--- config.mk ---
export PLATFORM = sky130hd
export DESIGN_NAME = regfile_mp_sb
export DESIGN_NICKNAME = d
export VERILOG_FILES = /design/src/rtl/regfile_mp_sb.sv
export SDC_FILE = /design/constraint.sdc
export NUM_CORES = 2
export LEC_CHECK = 0
export CAP_MARGIN = 15
export CORE_MARGIN = 1
export CORE_UTILIZATION = 40
export DETAILED_ROUTE_END_ITERATION = 7
export SLEW_MARGIN = 20
export SYNTH_ARGS = -nofsm -noshare
export SYNTH_HDL_FRONTEND = slang
export SYNTH_SLANG_ARGS = --single-unit
--- constraint.sdc ---
create_clock -name clk_i -period 3.3 [get_ports clk_i]
set_input_delay 0.66 -clock clk_i [delete_from_list [all_inputs] [get_ports clk_i]]
set_output_delay 0.66 -clock clk_i [all_outputs]
set_load 0.01 [all_outputs]
--- src/rtl/regfile_mp_sb.sv ---
// regfile_mp_sb: two-write/two-read register file with write-to-read bypass
// and a per-register pending-write scoreboard for RAW hazard detection.
module regfile_mp_sb #(
    parameter int XLEN     = 32,
    parameter int NREGS    = 32,
    parameter int ZERO_REG = 1,
    parameter int BYPASS   = 1,
    localparam int AW      = $clog2(NREGS)
) (
    input  logic            clk_i,
    input  logic            rst_n_i,
    input  logic [AW-1:0]   rs1_i,
    input  logic [AW-1:0]   rs2_i,
    output logic [XLEN-1:0] rs1_data_o,
    output logic [XLEN-1:0] rs2_data_o,
    output logic            rs1_busy_o,
    output logic            rs2_busy_o,
    input  logic            wa_en_i,
    input  logic [AW-1:0]   wa_addr_i,
    input  logic [XLEN-1:0] wa_data_i,
    input  logic            wb_en_i,
    input  logic [AW-1:0]   wb_addr_i,
    input  logic [XLEN-1:0] wb_data_i,
    input  logic            issue_en_i,
    input  logic [AW-1:0]   issue_rd_i,
    input  logic            flush_i,
    output logic            wr_conflict_o
);
    localparam bit ZR = ZERO_REG != 0;
    localparam bit BP = BYPASS != 0;
    logic [XLEN-1:0]  regs_q [NREGS];
    logic [NREGS-1:0] pend_q, pend_d;
    logic             conflict_q, conflict_d;
    logic             wa_ok, wb_ok, issue_ok;
    logic             a_hit1, b_hit1, a_hit2, b_hit2;
    // Accesses to a hardwired r0 are dropped here, so r0 is never written, bypassed or pending.
    assign wa_ok    = wa_en_i && !(ZR && wa_addr_i == '0);
    assign wb_ok    = wb_en_i && !(ZR && wb_addr_i == '0);
    assign issue_ok = issue_en_i && !(ZR && issue_rd_i == '0);
    assign conflict_d = wa_ok && wb_ok && wa_addr_i == wb_addr_i;
    assign a_hit1 = BP && wa_ok && wa_addr_i == rs1_i;
    assign b_hit1 = BP && wb_ok && wb_addr_i == rs1_i;
    assign a_hit2 = BP && wa_ok && wa_addr_i == rs2_i;
    assign b_hit2 = BP && wb_ok && wb_addr_i == rs2_i;
    assign rs1_data_o = a_hit1 ? wa_data_i : b_hit1 ? wb_data_i : regs_q[rs1_i];
    assign rs2_data_o = a_hit2 ? wa_data_i : b_hit2 ? wb_data_i : regs_q[rs2_i];
    assign rs1_busy_o = pend_q[rs1_i] && !(a_hit1 || b_hit1);
    assign rs2_busy_o = pend_q[rs2_i] && !(a_hit2 || b_hit2);
    assign wr_conflict_o = conflict_q;
    // A same-cycle issue outranks a completing write: the new producer owns the register.
    always_comb begin
        pend_d = pend_q;
        if (wa_ok) pend_d[wa_addr_i] = 1'b0;
        if (wb_ok) pend_d[wb_addr_i] = 1'b0;
        if (issue_ok) pend_d[issue_rd_i] = 1'b1;
        if (flush_i) pend_d = '0;
    end
    always_ff @(posedge clk_i or negedge rst_n_i) begin
        if (!rst_n_i) begin
            regs_q     <= '{default: '0};
            pend_q     <= '0;
            conflict_q <= 1'b0;
        end else begin
            if (wb_ok) regs_q[wb_addr_i] <= wb_data_i;
            if (wa_ok) regs_q[wa_addr_i] <= wa_data_i;
            pend_q     <= pend_d;
            conflict_q <= conflict_d;
        end
    end
endmodule

==> reports/metrics.csv <==
stage,metric,value,unit
critical_path,r2r_start,regs_q[62]$_DFF_PN0_,
synthesis,synth_area,66570,sq um
critical_path,criticalPathCategory,reg2out,
critical_path,r2r-end,regs_q[62]$_DFF_PN0_,
detailed_routing,vias,66463,
synthesis,synth_warnings,0,
die,die_area,168000,sq um
critical_path,slowest_stage,mux4_2,
synthesis,syn_area_per_cell,9.344,sq um
synthesis,synth_nets,7219,
power_and_ir_drop,pwr-share-seq,0.407,
finish,drive_gt1_frac,0.2645,
detailed_routing,drtIter0Drc,12115,
sta,finalMaxSlewViolations,0,
synthesis,synth_seq_cells,1057,
critical_path,reg2reg_setup_slack,2.32,ns
critical_path,arrival,2.97,ns
power_and_ir_drop,sw_frac_of_total,0.3316,
sta,min_period_over_period,1.100,
clock_tree,clk_pin_slew_worst_paths,0.07,ns
place,port_buffers,161,
sta,grt_setup_unrepaired,yes,
die,io-pin-count,162,
synthesis,syn-instance-count,7124,
die,fp-row-count,149,
global_routing,antenna_found_initial,13,
sta,setup_viol,48,
critical_path,cp.depth,5,
finish,final_common_cell,a21oi_1,
global_routing,grt_pass1_vias,62573,
sta,max_freq,275.4,MHz
synthesis,async_reset_ff_frac,1.000,
critical_path,worstPathMaxFanout,3,
critical_path,path_cells,mux4_2 -> mux4_2 -> nor4b_1 -> a2111o_1 -> buf_2,
sta,slew_headroom,0.4004,
global_routing,grt_pass1_wl,473400,microns
critical_path,cp_data_required_time,2.64,ns
synthesis,ys.flop_type,dfrtp_1,
global_routing,grt_max_degree,133,
power_and_ir_drop,p_per_area,550.5,nW/um^2
place,dp_hpwl,209600,microns
power_and_ir_drop,irDropWorstVdd,0.4593,mV
global_routing,grt_usage,0.3947,
finish,nNetsFinal,7498,
detailed_routing,routed_wirelength,340000,microns
critical_path,cpPeakStageDelay,0.50,ns
sta,final.setup.worst_slack,-0.3315,ns
hold_path,worstHoldStart,wa_addr_i[3],
place,gp_congestion,1.014,
synthesis,ys_types,65,
finish,fin_util,0.5093,
sta,tightest_slew,0.8995,ns
critical_path,critPathLaunch,regs_q[254]$_DFF_PN0_,
power_and_ir_drop,clock_power_share,0.307,
die,die_w,409.9,microns
outcome,violations,"DRC, setup timing",
synthesis,synth_edf_count,0,
detailed_routing,drc_errors,68,
sta,hold_viol_final,0,
finish,multi_input_area,37960,sq um
detailed_routing,wl_per_cell,35.07,microns
hold_path,hp-class,in2reg,
clock_tree,insertion_delay,0.77,ns
die,design.core.area,165000,sq um
sta,fin_crit,3.632,ns
detailed_routing,vias_per_cell,6.855,
power_and_ir_drop,p_sw,15340,uW
clock_tree,numCtsBuffers,119,
detailed_routing,antenna_left,0,
global_routing,grt_overflow,0,
finish,area_delta_synth_final,26.24,%
clock_tree,cts_root_buffer,clkbuf_16,
clock_tree,h-tree-depth,3,
die,die_h,409.9,microns
hold_path,holdPathEnd,wr_conflict_o$_DFF_PN0_,
finish,ff_latch_area,26450,sq um
flow_run,cap_viol_max_count,0,
sta,fin_skew,0,ns
critical_path,cp-end-kind,primary output,
outcome,status,finished with violations,
critical_path,start_kind,flip-flop,
die,initial_core_util,0.4035,
clock_tree,cts_buffer_depth,3,
power_and_ir_drop,total_power,46260,uW
critical_path,path_delay_family,multiplexers,
hold_path,whs_path_depth,5,
power_and_ir_drop,p_int,30920,uW
critical_path,critPathBufInv,1,
clock_tree,clock_sinks,1057,
clock_tree,cts_tree,yes,
synthesis,ys_seq_area_frac,0.3974,
power_and_ir_drop,leakage,0.03562,uW
detailed_routing,drt-pass1-iter-count,8,
place,dp_slack,-1.645,ns
finish,fillerInstances,14677,
critical_path,cpMostUsedCell,mux4_2,
finish,layout_common_cells,"1153 x a21oi_1, 1057 x dfrtp_1, 933 x nor2_1, 533 x buf_4, 515 x mux2i_1",
critical_path,r2r_cells,4,
power_and_ir_drop,pwr-share-comb,0.285,
==> tightest hold or removal path, cell delays in order <==
cell,delay (ns)
clkbuf_2,0.12
buf_4,0.11
xnor2_1,0.05
nand4_1,0.08
nor2_1,0.04
==> power by group through the flow <==
stage / Sequential (uW) / Clock [uW] / Combinational, uW
2_1_floorplan: 18000 / 0 / 7970
3_3_place_gp: 18600 / 0 / 11700
3_5_place_dp: 18900 / 0 / 12000
4_1_cts: 18600 / 14200 / 12600
5_1_grt: 19100 / 14600 / 13900
6_report: 18800 / 14200 / 13200
==> metal layers <==
layer,vias to the layer above,share of wire,global-route usage
met1,32183,0.35,0.4995
met4,12,0.086,0.2779
met2,6173,0.40,0.5435
met3,1526,0.17,0.1607
li1,26569,-,-
met5,-,0.00031,0.002299
==> logic make-up (layout without fill, tap and decap cells) <==
kind of cell           count (synthesis)  count (layout)  share of synthesized area
AND/OR/NAND/NOR                     1978            1978                     0.1246
AO/OA/AOI/OAI                       2119            2119                     0.1885
other                                  0               5                          0
multiplexers                         984             984                     0.2260
XOR/XNOR                              25              25                   0.003289
flip-flops                          1057            1057                     0.3974
buffers and inverters                961            1339                    0.06026
==> Yosys cell counts (4+ instances only) <==
master	count	area [sq um]
nor3_1	313	1567
o21ai_0	419	2097
o221a_2	4	45.04
and3_1	15	93.84
a211oi_1	27	202.7
a22oi_1	111	833.3
nand4_1	5	31.28
nand2b_1	12	75.07
nand2_1	554	2079
clkbuf_2	9	45.04
a22o_1	25	219.0
nor3b_1	4	30.03
buf_2	125	625.6
xnor2_1	13	113.9
o221ai_2	38	570.6
a31o_2	25	219.0
nor2b_1	15	93.84
inv_1	41	153.9
nand3b_1	9	67.56
dfrtp_1	1057	26450
o221ai_1	31	271.5
nor3_2	4	40.04
a221oi_1	38	332.8
o211ai_1	5	37.54
mux2i_1	523	5235
xor2_1	12	105.1
mux2_2	51	574.3
a311oi_1	6	52.55
buf_6	17	191.4
and2_1	12	75.07
or4_1	19	142.6
clkbuf_1	679	2549
buf_4	29	217.7
nor2_1	950	3566
mux4_2	410	9234
nand3_1	36	180.2
a21oi_1	1154	5776
o22ai_1	76	475.5
a32oi_1	153	1340
buf_1	59	221.5
==> state kept, by name, indices dropped and copies added, names as in the netlist <==
signal,count
regs_q,1024
pend_q,32
wr_conflict_o,1
==> worst max-delay path by stage <==
stage | slack, ns | to
finish | -0.33 | rs2_data_o[30]
CTS | -0.32 | rs2_data_o[30]
floorplan | 0.15 | rs2_data_o[29]
detailed placement | -1.65 | rs1_data_o[12]
global placement | -1.71 | rs1_data_o[12]
global route | -0.33 | rs2_data_o[30]
==> final cells by class <==
cell class,count,share of cell area
multi-input combinational,5106,0.4517
sequential,1057,0.3148
timing repair buffer,1076,0.1508
clock buffer,173,0.04156
tap,2189,0.03259
clock inverter,47,0.006507
inverter,43,0.001921
antenna,5,0.0001489
==> what timing repair did <==
| item | 4_1_cts | 5_1_grt |
|---|---|---|
| setup endpoints to repair | 66 | 66 |
| pin swaps | 116 | 93 |
| gates resized for setup | 637 | 147 |
| buffers inserted | 110 | 60 |
| hold buffers | 1 | 0 |
| gates cloned | 24 | 4 |
| hold endpoints to repair | 31 | 0 |
==> through the flow <==
step	TNS [ns]	cells	hold WS [ns]	cell area [sq um]
floorplan	0	7124	0.3644	66570
global placement	-63.61	9291	0.3787	75810
detailed placement	-62.42	9291	0.3850	75810
CTS	-3.057	9640	0.3988	82880
global route	-4.116	9691	0.3385	84020
finish	-3.280	9696	0.3169	84030
(Power assumes the default switching activity.)
